$ cat config.mk
export PLATFORM = sky130hd
export DESIGN_NAME = div_unit
export DESIGN_NICKNAME = d
export VERILOG_FILES = /design/src/rtl/div_unit_pkg.sv /design/src/rtl/div_unit_step.sv /design/src/rtl/div_unit.sv
export SDC_FILE = /design/constraint.sdc
export NUM_CORES = 1
export LEC_CHECK = 0
export CAP_MARGIN = 0
export CORE_ASPECT_RATIO = 1.25
export CORE_UTILIZATION = 55
export DETAILED_ROUTE_END_ITERATION = 16
export PLACE_DENSITY_LB_ADDON = 0.2
export SETUP_SLACK_MARGIN = 0.02
export SLEW_MARGIN = 20
export SYNTH_ARGS = -nofsm -noshare
export SYNTH_HDL_FRONTEND = slang
export SYNTH_HIERARCHICAL = 1
export SYNTH_SLANG_ARGS = --single-unit
$ cat constraint.sdc
create_clock -name clk -period 4.65 [get_ports clk]
set_input_delay 0.465 -clock clk [delete_from_list [all_inputs] [get_ports clk]]
set_output_delay 0.465 -clock clk [all_outputs]
set_load 0.05 [all_outputs]
$ cat src/rtl/div_unit_pkg.sv
// Shared definitions for the iterative divider: default width, counter width
// and the 2-bit state encoding used by the control FSM.
package div_unit_pkg;

    localparam int DIV_WIDTH = 32;
    localparam int DIV_CNT_W = $clog2(DIV_WIDTH);

    typedef enum logic [1:0] {
        ST_IDLE = 2'd0,
        ST_CALC = 2'd1,
        ST_FIX  = 2'd2,
        ST_DONE = 2'd3
    } div_state_e;

endpackage

$ cat src/rtl/div_unit_step.sv
// One combinational restoring-division step: shift in a dividend bit,
// trial-subtract the divisor, keep the difference when it does not borrow.
module div_step #(
    parameter int WIDTH = 32
) (
    input  logic [WIDTH-1:0] rem,
    input  logic [WIDTH-1:0] divisor,
    input  logic             dividend_bit,
    output logic [WIDTH-1:0] next_rem,
    output logic             q_bit
);

    logic [WIDTH:0] diff_s;

    // Trial subtraction is WIDTH+1 bits wide so the borrow lands in the MSB.
    always_comb begin
        diff_s = {rem, dividend_bit} - {1'b0, divisor};
        if (diff_s[WIDTH] == 1'b0) begin
            next_rem = diff_s[WIDTH-1:0];
            q_bit    = 1'b1;
        end else begin
            next_rem = {rem[WIDTH-2:0], dividend_bit};
            q_bit    = 1'b0;
        end
    end

endmodule

$ cat src/rtl/div_unit.sv
// Iterative signed/unsigned divider feeding HI/LO: one quotient bit per cycle,
// sign fix-up afterwards, quotient on lo_o, remainder on hi_o, one-cycle done.
module div_unit
    import div_unit_pkg::*;
#(
    parameter int WIDTH = DIV_WIDTH
) (
    input  logic             clk,
    input  logic             reset_n,
    input  logic             start,
    input  logic             signed_op,
    input  logic             annul,
    input  logic [WIDTH-1:0] opa,
    input  logic [WIDTH-1:0] opb,
    output logic             busy,
    output logic             done,
    output logic [WIDTH-1:0] hi_o,
    output logic [WIDTH-1:0] lo_o
);

    localparam int CW = $clog2(WIDTH);
    localparam logic [CW-1:0]    CNT_LAST = CW'(WIDTH - 1);
    localparam logic [CW-1:0]    CNT_ZERO = {CW{1'b0}};
    localparam logic [WIDTH-1:0] ONE      = {{(WIDTH-1){1'b0}}, 1'b1};
    localparam logic [WIDTH-1:0] ZERO     = {WIDTH{1'b0}};

    function automatic logic [WIDTH-1:0] twos_neg(input logic [WIDTH-1:0] x);
        return ~x + ONE;
    endfunction

    div_state_e       state_r;
    logic [CW-1:0]    cnt_r;
    logic [WIDTH-1:0] qd_r;       // dividend shifts out the top, quotient in at the bottom
    logic [WIDTH-1:0] divisor_r;
    logic [WIDTH-1:0] rem_r;
    logic             q_neg_r;
    logic             r_neg_r;
    logic             dbz_r;
    logic             busy_r;
    logic             done_r;
    logic [WIDTH-1:0] hi_r;
    logic [WIDTH-1:0] lo_r;

    logic [WIDTH-1:0] abs_a_s;
    logic [WIDTH-1:0] abs_b_s;
    logic [WIDTH-1:0] step_rem_s;
    logic             step_q_s;

    // Operand magnitudes; 0x80..0 maps onto itself and is then read as unsigned.
    always_comb begin
        if (signed_op && opa[WIDTH-1]) begin
            abs_a_s = twos_neg(opa);
        end else begin
            abs_a_s = opa;
        end
        if (signed_op && opb[WIDTH-1]) begin
            abs_b_s = twos_neg(opb);
        end else begin
            abs_b_s = opb;
        end
    end

    div_step #(.WIDTH(WIDTH)) u_step (
        .rem          (rem_r),
        .divisor      (divisor_r),
        .dividend_bit (qd_r[WIDTH-1]),
        .next_rem     (step_rem_s),
        .q_bit        (step_q_s)
    );

    // Control FSM, datapath registers and committed HI/LO results.
    always_ff @(posedge clk or negedge reset_n) begin
        if (!reset_n) begin
            state_r   <= ST_IDLE;
            cnt_r     <= CNT_ZERO;
            qd_r      <= ZERO;
            divisor_r <= ZERO;
            rem_r     <= ZERO;
            q_neg_r   <= 1'b0;
            r_neg_r   <= 1'b0;
            dbz_r     <= 1'b0;
            busy_r    <= 1'b0;
            done_r    <= 1'b0;
            hi_r      <= ZERO;
            lo_r      <= ZERO;
        end else begin
            done_r <= 1'b0;
            case (state_r)
                ST_IDLE: begin
                    if (start && !annul) begin
                        divisor_r <= abs_b_s;
                        rem_r     <= ZERO;
                        cnt_r     <= CNT_ZERO;
                        q_neg_r   <= signed_op & (opa[WIDTH-1] ^ opb[WIDTH-1]);
                        r_neg_r   <= signed_op & opa[WIDTH-1];
                        busy_r    <= 1'b1;
                        if (opb == ZERO) begin
                            // Keep the raw dividend: it becomes the remainder.
                            qd_r    <= opa;
                            dbz_r   <= 1'b1;
                            state_r <= ST_FIX;
                        end else begin
                            qd_r    <= abs_a_s;
                            dbz_r   <= 1'b0;
                            state_r <= ST_CALC;
                        end
                    end
                end
                ST_CALC: begin
                    if (annul) begin
                        state_r <= ST_IDLE;
                        busy_r  <= 1'b0;
                    end else begin
                        rem_r <= step_rem_s;
                        qd_r  <= {qd_r[WIDTH-2:0], step_q_s};
                        cnt_r <= cnt_r + {{(CW-1){1'b0}}, 1'b1};
                        if (cnt_r == CNT_LAST) begin
                            state_r <= ST_FIX;
                        end
                    end
                end
                ST_FIX: begin
                    if (annul) begin
                        state_r <= ST_IDLE;
                        busy_r  <= 1'b0;
                    end else begin
                        if (dbz_r) begin
                            lo_r <= {WIDTH{1'b1}};
                            hi_r <= qd_r;
                        end else begin
                            lo_r <= q_neg_r ? twos_neg(qd_r) : qd_r;
                            hi_r <= r_neg_r ? twos_neg(rem_r) : rem_r;
                        end
                        done_r  <= 1'b1;
                        state_r <= ST_DONE;
                    end
                end
                ST_DONE: begin
                    state_r <= ST_IDLE;
                    busy_r  <= 1'b0;
                end
                default: begin
                    state_r <= ST_IDLE;
                    busy_r  <= 1'b0;
                end
            endcase
        end
    end

    assign busy = busy_r;
    assign done = done_r;
    assign hi_o = hi_r;
    assign lo_o = lo_r;

endmodule

== Word level (Yosys, flattened, before mapping) ==
Index checks and enable logic that the tools add are counted.
Widths: inputs -> output; s select.

* Mux-type cells: 30
* $add $sub $neg: 6
* Bitwise logic cells: 8
* Equality and inequality tests: 8
* Reduce and logical (&&, ||, !) cells: 13

{| class="wikitable"
|+ Operators by type and width
! cell !! count
|-
| $mux 32 || 12
|-
| $add 32x1->32 const B || 4
|-
| $not 32->32 || 4
|-
| $pmux 32 s2 || 2
|-
| $sub 33x32->33 || 1
|-
| $logic_not 32->1 || 1
|-
| $mux 2 || 5
|-
| $mux 5 || 2
|-
| $pmux 5 s2 || 1
|-
| $pmux 2 s4 || 1
|-
| $reduce_and 2->1 || 4
|-
| $mux 1 || 6
|-
| $add 5x1->5 const B || 1
|-
| $eq 5x5->1 const B || 1
|-
| $eq 2x2->1 const B || 2
|-
| $ne 2x2->1 const B || 2
|-
| $logic_and 1x1->1 || 3
|-
| $ne 3x3->1 const B || 1
|-
| $pmux 1 s3 || 1
|-
| $reduce_and 3->1 || 1
|-
| $and 1x1->1 || 2
|-
| $eq 2x1->1 const B || 1
|-
| $logic_not 2->1 || 1
|-
| $ne 2x1->1 const B || 1
|-
| 5 further kinds || 5
|}

* Register bits after elaboration: 172
* Output and inout bits: 66
* Logic and storage cells: 77
* Input port bits: 69

== Depth between registers and ports, before layout ==
* Depth after elaboration: 6
* Depth in mapped cells: 16
* Gate-level depth less buffers: 14

== By module ==
The synthesis kept the hierarchy.

{| class="wikitable"
|+ Modules (own cells, without submodules)
! module !! sequential area each (um^2) !! cells an instance !! area each (um^2) !! times used
|-
| div_unit || 4304.1 || 1070 || 9644.2 || 1
|-
| div_step || 0.0 || 306 || 2351.0 || 1
|}

== Worst setup path after synthesis ==
Ideal clock, no wire load.

* Path kind: flip-flop to flip-flop
* From: register qd_r[31]
* To: register rem_r[16]
* Path buffers: 2
* Clock period less this slack: 3.462 ns
* Path slack: 1.188 ns
* Data arrival time: 3.341 ns
* Setup time: 0.121 ns
* Data required time: 4.529 ns
* Cell stages (with the launch flop): 17
* Cell sequence: dfrtp_1 inv_1 ha_1 fa_1 and2b_1 o2111ai_2 a21oi_2 o2111ai_1 a211oi_2 nor2_4 mux2i_4 and2_4 buf_12 inv_8 buf_12 mux2_4 a22o_1

* Cells in the longest elaborated chain, start to end: 4

{| class="wikitable"
|+ RTL lines
! item !! RTL line !! RTL
|-
| from (decl) || div_unit.sv:33 || <nowiki>logic [WIDTH-1:0] qd_r;</nowiki>
|-
| from (signal assigned) || div_unit.sv:99 || <nowiki>qd_r <= opa;</nowiki>
|-
| from (signal assigned) || div_unit.sv:103 || <nowiki>qd_r <= abs_a_s;</nowiki>
|-
| from (signal assigned) || div_unit.sv:115 || <nowiki>qd_r <= {qd_r[WIDTH-2:0], step_q_s};</nowiki>
|-
| $sub 33x32->33 || div_unit_step.sv:17 || <nowiki>diff_s = {rem, dividend_bit} - {1'b0, divisor};</nowiki>
|-
| $mux 32 || div_unit_step.sv:18 || <nowiki>if (diff_s[WIDTH] == 1'b0) begin</nowiki>
|-
| named net step_rem_s[16] || div_unit.sv:46 || <nowiki>logic [WIDTH-1:0] step_rem_s;</nowiki>
|-
| $mux 32 || div_unit.sv:110 || <nowiki>if (annul) begin</nowiki>
|-
| $pmux 32 s2 || div_unit.sv:88 || <nowiki>case (state_r)</nowiki>
|-
| to (signal assigned) || div_unit.sv:114 || <nowiki>rem_r <= step_rem_s;</nowiki>
|-
| to (decl) || div_unit.sv:35 || <nowiki>logic [WIDTH-1:0] rem_r;</nowiki>
|}

The timed path passes the listed nets, and every way through them passes these cells. The select of a mux whose other input is x is not followed.
A chain may end at the register's enable or synchronous reset.

== Worst setup path in the final report ==
* From: register qd_r[31]
* To: register rem_r[7]

Same word-level chain as after synthesis.

==> metrics.cfg <==
[drt]
vias_per_cell=6.13
ant_nets=0
drtIter0Drc=814
drc=0
vias=10700
wirelength_mm=33.0
avgRoutedWirePerCell_um=18.8
dr.pass1.iters=7

[finish]
final_common_cell=dfrtp_1
areaGrowthSynthToFinish_pct=16.6
final_cell_mix=dfrtp_1 (172), clkdlybuf4s50_1 (133), nand2_1 (123)
drive_gt1_frac=0.0679
fin_nets=1572
finalNonFillerCells=1752
n_antenna_cell=0

[sta]
worst_pin_slew_ns=1.03
fin_crit_ns=3.77
fmax_ghz=0.265
relSlewSlack=0.316
hold_viol=0
setup_violations=0
finalSetupTns_ns=0
fin_ws_ns=0.878
skew_ns=0.0140
rsz0062_at_grt=false
fin_crit_sh=0.811
slew_viol_final=0

[global_route]
grt_pass1_vias=10300
grt_antenna_before_repair=0
grt_usage=0.299
grt_remaining_overflow=0
grt_pass1_wl_mm=53.0
grt_start_max_net_pins=93

[cts]
htreeDepth=4
clkTransAtPathRegs_ns=0.07
insertion_delay_ns=0.45
cts_buffers=17
cts_hold_buf=0
cts_resized=0
root_buffer=clkbuf_16
post_cts_buffers=0
tritoncts=done
clockBufferDepth=2
cts_sinks=172

[logic_synthesis]
ys_seq_area_frac=0.359
synth-async-reset-ratio=1.00
synth_edf_count=0
ys.flop_type=dfrtp_1
ys_seq_elements=172
yosysTopAreaCellShare=0.359
synthTopCellsByArea=dfrtp_1 (36%), xnor2_1 (5.7%), o21ai_0 (5.1%), a21oi_1 (4.6%), xor2_1 (4.5%)
synth.yosys.warnings=6
synth.largest_area_cell=dfrtp_1
synth_cell_types=79
netlist_area_mm2=0.0120
netlist_instances=1376
post_synth.cell_area_avg_um2=8.72
syn_nets=1488

[critical_path]
r2r_start=qd_r[31]
crit_start=qd_r[31]
cp-start-kind=register
regToRegSetupSlack_ns=0.88
end_kind=register
crit_fanout=24
crit_required_ns=4.98
endpoint=rem_r[7]
arrival_ns=4.10
reg2reg_to=rem_r[7]
rr_worst_depth=14
criticalPathCategory=register to register

[outcome]
status=finished, final reports clean

[floorplanning]
core.rowCount=60
io_pins=135
start_util=0.559
die_w_um=134
fp.coreArea_mm2=0.0215
die_h_um=167
dieArea_mm2=0.0224

[placed_design]
place_congestion=0.937
dp_hpwl_mm=24.4
dp_cells=1720
dp_slack_ns=0.902
placement.io_buffers=134

[power_and_ir_drop]
ir_drop_mv=0.471
p_int_mw=5.72
swShare=0.489
finalPower_mw=11.2
p_per_area_mw_per_mm2=801
switchingPower_mw=5.48
p_comb_frac=0.605
power_frac_seq=0.268
p_leak_nw=5.86
clkPwrFrac=0.127

[hold_path]
hp-class=input pin to async pin

[job]
maxCapViolations=0

## routing by layer
layer  wire length (µm)  global-route usage  vias up
li1                   -                   -     5136
met2              15800               0.499      432
met4               1730               0.157        0
met3               1710              0.0424       99
met1              13700               0.375     5079
met5                  0                   0        -
## critical path: stages (launching register included)
cell	delay (ns)
dfrtp_1	0.44
inv_1	0.07
ha_1	0.21
fa_1	0.40
and2b_1	0.25
o2111ai_2	0.13
a21oi_2	0.23
o2111ai_1	0.21
a211oi_2	0.33
nor2_4	0.10
mux2i_4	0.25
and2_4	0.24
inv_8	0.21
mux2_2	0.36
a22o_1	0.21
## through the flow
stage / area [µm²] / hold slack [ns] / utilization
after CTS: 14000 / 0.0809 / 0.651
after floorplan: 12000 / 0.169 / -
after global routing: 14000 / 0.116 / 0.652
after global placement: 13400 / 0.455 / 0.624
after detailed placement: 13400 / 0.460 / 0.624
final: 14000 / 0.0469 / 0.652
## cell families (layout without fill, tap and decap cells)
logic type,Yosys count,count (layout),share of synthesized area
and+or+nand+nor,418,418,0.172
AOI/OAI and AO/OA,414,414,0.217
DFF,172,172,0.359
xor gates and xnor gates,140,140,0.102
adders and majority gates,43,43,0.0455
buffers and inverters,139,236,0.0530
muxes,50,50,0.0513
## worst min path at each step
stage	start	endpoint	cells past startpoint	slack, ns
3_5_place_dp	lo_o[0]	lo_o[0]	2	0.46
5_1_grt	reset_n	lo_o[15]	1	0.12
6_report	reset_n	done	1	0.05
3_3_place_gp	lo_o[0]	lo_o[0]	2	0.46
4_1_cts	reset_n	done	1	0.08
2_1_floorplan	reset_n	busy	0	0.17
## area by class of cell
class                   count  area [µm²]
well taps                 279         349
flip-flops and latches    172        4300
clock inverters            15         154
fillers                  1860        7480
clock buffers              17         425
multi-input cells        1065        7070
inverters                  55         214
repair buffers            149        1470
## cell usage after synthesis, types with 7 or more instances
cell type,instances
nand2b_1,9
mux2i_1,24
nand3_1,21
o41ai_1,19
dfrtp_1,172
a21o_1,16
o22ai_1,24
or4_1,11
a21oi_1,110
nand2_1,123
nor3_1,41
a211oi_1,10
nand4_1,13
inv_1,54
o21ai_0,122
xor2_1,62
nor4_1,22
o31ai_1,25
or3_1,10
o21a_1,7
xnor2_1,78
clkbuf_1,63
and3_1,17
a22o_1,32
ha_1,42
nor2b_1,9
mux2_4,19
nor2_1,107
## state kept, by name (all words and copies together) (netlist names)
signal and cells:
busy 1, cnt_r 5, dbz_r 1, divisor_r 32
done 1, hi_o 32, lo_o 32, q_neg_r 1
qd_r 32, r_neg_r 1, rem_r 32, state_r 2
## power by group through the flow
stage                     clock (mW)  combinational [mW]  sequential (mW)
after global routing            1.49                7.37             3.07
after detailed placement           0                6.70             3.00
after CTS                       1.43                6.75             2.97
final                           1.42                6.78             3.00
after floorplan                    0                4.49             3.52
after global placement             0                6.59             2.97
Power figures use the tool's default switching activity.
